$ cat config.mk
export PLATFORM = sky130hd
export DESIGN_NAME = reg_file_bank
export DESIGN_NICKNAME = d
export VERILOG_FILES = /design/src/rtl/reg_file_bank_pkg.sv /design/src/rtl/reg_scoreboard.sv /design/src/rtl/reg_file_bank.sv
export SDC_FILE = /design/constraint.sdc
export NUM_CORES = 2
export LEC_CHECK = 0
export CAP_MARGIN = 20
export CORE_ASPECT_RATIO = 1.5
export CORE_MARGIN = 8
export CORE_UTILIZATION = 50
export DETAILED_ROUTE_END_ITERATION = 16
export PLACE_DENSITY = 0.7
export SYNTH_ARGS = -nofsm -noshare
export SYNTH_HDL_FRONTEND = slang
export SYNTH_SLANG_ARGS = --single-unit
$ cat constraint.sdc
create_clock -name clk -period 3.62 [get_ports clk]
set_clock_uncertainty 0.15 [all_clocks]
set_input_delay 1.086 -clock clk [delete_from_list [all_inputs] [get_ports clk]]
set_output_delay 1.086 -clock clk [all_outputs]
set_load 0.005 [all_outputs]
$ cat src/rtl/reg_file_bank_pkg.sv
// Shared constants and helpers for the general-purpose register bank.
package reg_file_bank_pkg;

    localparam int          DEF_WIDTH  = 32;
    localparam int          DEF_NREGS  = 16;
    localparam int          DEF_ADDR_W = 4;
    localparam int unsigned R0_IDX     = 0;

    // True when the addressed register is the hardwired-zero R0.
    function automatic logic r0_locked(input int unsigned idx, input bit r0_zero);
        return r0_zero && (idx == R0_IDX);
    endfunction

endpackage

$ cat src/rtl/reg_scoreboard.sv
// Per-register busy bits for multi-cycle producers, plus reserve acknowledge.
module reg_scoreboard
    import reg_file_bank_pkg::*;
#(
    parameter int NREGS   = DEF_NREGS,
    parameter int ADDR_W  = DEF_ADDR_W,
    parameter int R0_ZERO = 1
) (
    input  logic              clk,
    input  logic              clr,
    input  logic              rsv_en,
    input  logic [ADDR_W-1:0] rsv_addr,
    input  logic              wr_en,
    input  logic [ADDR_W-1:0] wr_addr,
    output logic [NREGS-1:0]  busy,
    output logic              rsv_ack
);

    logic rsv_accept;

    // A reserve of a locked R0 is dropped and not acknowledged.
    always_comb begin
        rsv_accept = rsv_en && !r0_locked(32'(rsv_addr), R0_ZERO != 0);
    end

    // Busy bits: a new reservation wins over a completing write to the same register.
    always_ff @(posedge clk) begin
        if (clr) begin
            busy    <= '0;
            rsv_ack <= 1'b0;
        end else begin
            for (int i = 0; i < NREGS; i++) begin
                if (rsv_accept && (rsv_addr == ADDR_W'(i))) begin
                    busy[i] <= 1'b1;
                end else if (wr_en && (wr_addr == ADDR_W'(i))) begin
                    busy[i] <= 1'b0;
                end
            end
            rsv_ack <= rsv_accept;
        end
    end

endmodule

$ cat src/rtl/reg_file_bank.sv
// Register bank: one write port, two registered read ports, optional R0=0,
// write-to-read bypass and a busy scoreboard.
module reg_file_bank
    import reg_file_bank_pkg::*;
#(
    parameter int WIDTH   = DEF_WIDTH,
    parameter int NREGS   = DEF_NREGS,
    parameter int ADDR_W  = DEF_ADDR_W,
    parameter int R0_ZERO = 1,
    parameter int BYPASS  = 1
) (
    input  logic              clk,
    input  logic              clr,
    input  logic              wr_en,
    input  logic [ADDR_W-1:0] wr_addr,
    input  logic [WIDTH-1:0]  wr_data,
    input  logic              rd_en_a,
    input  logic [ADDR_W-1:0] rd_addr_a,
    output logic [WIDTH-1:0]  rd_data_a,
    input  logic              rd_en_b,
    input  logic [ADDR_W-1:0] rd_addr_b,
    output logic [WIDTH-1:0]  rd_data_b,
    input  logic              rsv_en,
    input  logic [ADDR_W-1:0] rsv_addr,
    output logic              busy_a,
    output logic              busy_b,
    output logic              rsv_ack
);

    generate
        if ((1 << ADDR_W) != NREGS) begin : g_bad_addr_w
            $error("reg_file_bank: 2**ADDR_W must equal NREGS");
        end
    endgenerate

    logic [WIDTH-1:0] regs [NREGS];
    logic [NREGS-1:0] busy;
    logic [WIDTH-1:0] rd_next_a;
    logic [WIDTH-1:0] rd_next_b;
    logic             wr_ok;

    // Writes to a locked R0 are discarded.
    always_comb begin
        wr_ok = wr_en && !r0_locked(32'(wr_addr), R0_ZERO != 0);
    end

    genvar gi;
    generate
        for (gi = 0; gi < NREGS; gi++) begin : g_reg
            logic [WIDTH-1:0] q;

            // Storage for one register.
            always_ff @(posedge clk) begin
                if (clr) begin
                    q <= '0;
                end else if (wr_ok && (wr_addr == ADDR_W'(gi))) begin
                    q <= wr_data;
                end
            end

            assign regs[gi] = q;
        end
    endgenerate

    // Read muxes with optional same-cycle forwarding of the write data.
    always_comb begin
        rd_next_a = regs[rd_addr_a];
        rd_next_b = regs[rd_addr_b];
        if ((BYPASS != 0) && wr_ok && (wr_addr == rd_addr_a)) begin
            rd_next_a = wr_data;
        end
        if ((BYPASS != 0) && wr_ok && (wr_addr == rd_addr_b)) begin
            rd_next_b = wr_data;
        end
    end

    // Registered read ports; a disabled port holds its last value.
    always_ff @(posedge clk) begin
        if (clr) begin
            rd_data_a <= '0;
            rd_data_b <= '0;
        end else begin
            if (rd_en_a) begin
                rd_data_a <= rd_next_a;
            end
            if (rd_en_b) begin
                rd_data_b <= rd_next_b;
            end
        end
    end

    reg_scoreboard #(
        .NREGS  (NREGS),
        .ADDR_W (ADDR_W),
        .R0_ZERO(R0_ZERO)
    ) u_scoreboard (
        .clk     (clk),
        .clr     (clr),
        .rsv_en  (rsv_en),
        .rsv_addr(rsv_addr),
        .wr_en   (wr_en),
        .wr_addr (wr_addr),
        .busy    (busy),
        .rsv_ack (rsv_ack)
    );

    // Busy lookups reflect state before the coming edge; reads are never blocked.
    always_comb begin
        busy_a = busy[rd_addr_a];
        busy_b = busy[rd_addr_b];
    end

endmodule

# Word-level counts from Yosys, hierarchy flattened
# Cells that the tools add are included.
# totals
reg_bits	593
inputBits	54
output_inout_bits	67
# classes
n_lt_le_gt_ge	4
eq_ne	32
muxes	44
n_bitwise	2
reduce_logical	72
# op_table
operator	count
$bmux W32 S4	2
$mux W32	6
$eq A4 B4 Y1 const B	16
$logic_and A1 B1 Y1	52
$mux W1	34
$eq A4 B3 Y1 const B	8
$reduce_bool A2 Y1	16
$eq A4 B2 Y1 const B	4
$ge A5 B5 Y1 const B	2
$lt A4 B5 Y1 const B	2
$not A4 Y5	2
$bmux W1 S4	2
$eq A4 B1 Y1 const B	2
$eq A4 B4 Y1	2
$logic_not A4 Y1	2
$logic_not A1 Y1	2

# Depth between registers and ports, before layout
# depth
depth_word	5
mapped_depth	8
depth_no_buf	4

# By module
# Synthesis repeated with hierarchy kept, for this count alone.
# hier_totals
hier_cells	3444
hier_area_um2	29746.0
# by_module_without_submodules
module	instances	cells_per_inst	area_each_um2
reg_file_bank	1	3372	29072.9
reg_scoreboard	1	72	673.1

# Worst setup path before layout
# OpenSTA, ideal clock, no wires.
# synth_path
kind	input -> output
from	in rd_addr_a[0]
to	out busy_a
arrival_time_ps	2549
required_time_ps	2384
setup_slack_ps	-165
path_stages	5
n_path_buf	3
path_cell_list	clkbuf_1 -> buf_4 -> buf_6 -> mux4_2 -> mux4_2
# synth_via
elab_chain_cells	2
# synth_lines
item	line_no	text
start: declaration	reg_file_bank.sv:18	input logic [ADDR_W-1:0] rd_addr_a,
$bmux W1 S4	reg_file_bank.sv:109	busy_a = busy[rd_addr_a];
$mux W1 (implied by the code)	reg_file_bank.sv:109	
end: declaration	reg_file_bank.sv:25	output logic busy_a,
# No other way between the ends. The select of a mux whose other input is x is not followed.

# Final worst setup path
# Same ends and word-level chain as after synthesis.

==> flow_metrics.tcl <==
set metrics [dict create \
    status "finished with violations" \
    violations "negative setup slack" \
    dr.pass1.iters 5 \
    slowest_stage "mux4_2" \
    crit_family "multiplexers" \
    max_freq_mhz 274 \
    grt_util_met3_pct 7.16 \
    fin_ws_ps -28.9 \
    finish.utilization_pct 58.0 \
    vdd_ir_drop_max_uv 382 \
    p_leak_nw 11.5 \
    p_sw_share_pct 26.0 \
    synthArstFlopShare_pct 0 \
    synth_area_leaders "dfxtp_1 (40%), mux4_2 (15%), nand2_1 (14%)" \
    slew_violations 0 \
    track_usage_pct 33.2 \
    cts_setup_buffers 0 \
    ys_types 43 \
    rrSetupSlack_ps 2040 \
    drc 0 \
    gr-max-usage-layer "met2" \
    drive_gt1_share_pct 15.8 \
    cp-end-kind "primary output" \
    r2r-end "rd_data_a[8]$_SDFFE_PP0P_" \
    port_buffers 120 \
    clock-root-buffer "clkbuf_16" \
    layout_min_cycle_time_ps 3650 \
    grt_max_degree 97 \
    gp_congestion 0.952 \
    routed_via_density 6.48 \
    fill_cells 5134 \
    fin_hold_ws_ps 316 \
    relSlewSlack_pct 26.9 \
    syn_area_per_cell_um2 8.59 \
    detail_route.wl_per_cell_um 27.2 \
    hold_path.class "flop to flop" \
    die_w_um 215 \
    ys_seq_area_share_pct 40.0 \
    syn_area_um2 29700 \
    switchingPower_mw 3.85 \
    path_class "input pin to primary output" \
    path_cells "buf_12, mux4_2, mux4_2, buf_6" \
    power_frac_comb_pct 11.2 \
    cp-start-kind "input pin" \
    pwr-share-seq_pct 45.8 \
    initialDrtViolationCount 3509 \
    cts_tree "built" \
    crit_start "rd_addr_a[0]" \
    row_count 109 \
    synth_edf_count 0 \
    final_cells 4245 \
    dieArea_um2 67500 \
    htree_levels 2 \
    wirelength_mm 116 \
    finalNetCount 3476 \
    pwr-share-clk_pct 43.0 \
    ys_warn_count 0 \
    holdBufCountCts 0 \
    final-hold-violation-count 0 \
    syn_inst 3451 \
    p_per_area_nw_per_um2 433 \
    cp.arrival_ps 2410 \
    yosysTopAreaCellShare_pct 40.0 \
    met1_usage_pct 39.4 \
    core_area_um2 58800 \
    max_cap_violations 0 \
    rr_worst_depth 4 \
    vias 27498 \
    grt_pass1_wl_mm 171 \
    period_share_pct 101 \
    cp.depth 4 \
    clkSinkCount 593 \
    finalSetupViolCount 2 \
    antenna_left 0 \
    hpwl_mm 69.2 \
    clkLatencyLatePin_ps 620 \
    rsz0062_at_grt "yes" \
    die_y_um 314 \
    p_int_mw 10.9 \
    io_pins 121 \
    antenna_found_initial 6 \
    ys_ff_latch 593 \
    ys_dominant_reg_cell "dfxtp_1" \
    yosys.area.top_type "dfxtp_1" \
    overflow 0 \
    tightest_slew_ps 1100 \
    start_util_pct 50.5 \
    clk_pin_slew_worst_paths_ps 70 \
    cp.buffers_inverters 2 \
    syn-num-nets 3505 \
    dp_slack_ps -431 \
    grt_pass1_vias 26631 \
    met2_usage_pct 54.1 \
    required_ps 2380 \
    numCtsBuffers 55 \
    place_inst 4142 \
    area_growth_pct 14.9 \
    crit_fanout 6 \
    cp_common_cell "mux4_2" \
    critPathMaxStageDelay_ps 550 \
    cts_max_path_buffers 3 \
    cp-endpoint "busy_a" \
    reg2reg_from "g_reg[9].q[8]$_SDFFE_PP0P_" \
]
-- layer usage --
metal  wire, µm  part of all wire, %
met1      39500                   34
met4       9090                  7.9
met2      53000                   46
met3      13800                   12
met5         27                0.023
-- flip-flops by register name (all words and copies together) (netlist names) --
register and flops:
g.q 512, u_scoreboard.rsv_ack 1, u_scoreboard.busy 16, rd_data_b 32, rd_data_a 32
-- logic make-up after synthesis --
family                    after synthesis  synth area share [%]
DFF                                   593                  40.0
buffers and inverters                 382                  5.63
muxes                                 372                  21.2
and+or+nand+nor                      1362                  18.2
AOI/OAI and AO/OA                     734                  14.8
xor gates and xnor gates                8                 0.236
-- cell type report --
class | instances | area [µm²] | share of cell area, %
Antenna cell | 3 | 7.51 | 0.0220
Tap cell | 777 | 972 | 2.85
Timing Repair Buffer | 282 | 2960 | 8.67
Clock inverter | 19 | 274 | 0.804
Sequential cell | 593 | 11900 | 34.8
Inverter | 14 | 52.6 | 0.154
Multi-Input combinational cell | 2476 | 16300 | 47.8
Clock buffer | 81 | 1670 | 4.89
-- stage by stage --
stage,TNS (ps),total power [mW],area [µm²]
after floorplan,-50.6,7.80,29700
after global placement,-1460,8.49,32100
after detailed placement,-2880,8.51,32100
after CTS,-15.8,14.7,34100
after global routing,-40.5,15.1,34100
final,-30.9,14.8,34100
-- worst reg2reg max path, stage by stage, from the launching register on --
cell,delay [ps]
dfxtp_1,330
mux4_2,470
mux2i_1,260
or2_2,170
a31oi_1,70
-- Yosys cell counts, drive strengths merged (3+ instances only) --
master,instances
a21o,22
a21oi,481
a221oi,20
a2bb2oi,44
a31oi,64
a32oi,4
and2,3
buf,92
clkbuf,276
dfxtp,593
inv,14
mux2,20
mux2i,150
mux4,202
nand2,1086
nand2b,3
nand3,50
nor2,145
nor2b,40
nor3,3
o21ai,20
o32ai,9
o41ai,65
or2,22
xnor2,6
-- how the worst min path moves through the flow --
stage / end / start / cells past startpoint
CTS: g_reg[11].q[0]$_SDFFE_PP0P_ / g_reg[11].q[0]$_SDFFE_PP0P_ / 2
global placement: g_reg[3].q[19]$_SDFFE_PP0P_ / g_reg[3].q[19]$_SDFFE_PP0P_ / 2
detailed placement: g_reg[1].q[15]$_SDFFE_PP0P_ / g_reg[1].q[15]$_SDFFE_PP0P_ / 2
finish: g_reg[2].q[20]$_SDFFE_PP0P_ / g_reg[2].q[20]$_SDFFE_PP0P_ / 2
floorplan: u_scoreboard.busy[0]$_SDFFE_PP0P_ / u_scoreboard.busy[0]$_SDFFE_PP0P_ / 2
global route: g_reg[13].q[12]$_SDFFE_PP0P_ / g_reg[13].q[12]$_SDFFE_PP0P_ / 2
-- cells in the final DEF, fill, tap and decap left out, drive strengths merged --
master / count
nor2: 145
or2: 22
a31oi: 64
inv: 15
and3b: 2
o41a: 1
mux2i: 150
buf: 173
nor2b: 40
o32ai: 9
nand2b: 3
mux4: 202
nor3: 3
o21a: 2
nand4: 1
and3: 2
mux2: 20
nand2: 1086
and2: 3
o21ai: 20
a221oi: 20
a22oi: 2
clkdlybuf4s50: 109
a21o: 22
a2bb2oi: 44
o41ai: 65
clkbuf: 81
nor3b: 2
nand3: 50
bufinv: 7
a21oi: 481
clkinv: 11
a32oi: 4
nand3b: 2
xnor2: 6
xor2: 2
diode: 3
or3: 1
dfxtp: 593
-- what timing repair did --
action | 4_1_cts | 5_1_grt
endpoints found under the hold margin | 0 | 0
pin swaps | 0 | 0
gates resized for setup | 14 | 2
endpoints found under the setup margin | 2 | 2
-- power groups by stage --
stage / registers, mW / clock network [mW] / logic, mW
global route: 6.77 / 6.62 / 1.71
global placement: 6.90 / 0 / 1.59
finish: 6.76 / 6.36 / 1.65
floorplan: 6.85 / 0 / 0.949
CTS: 6.76 / 6.37 / 1.61
detailed placement: 6.90 / 0 / 1.60
Note: power is estimated with default switching activity, not from simulation.
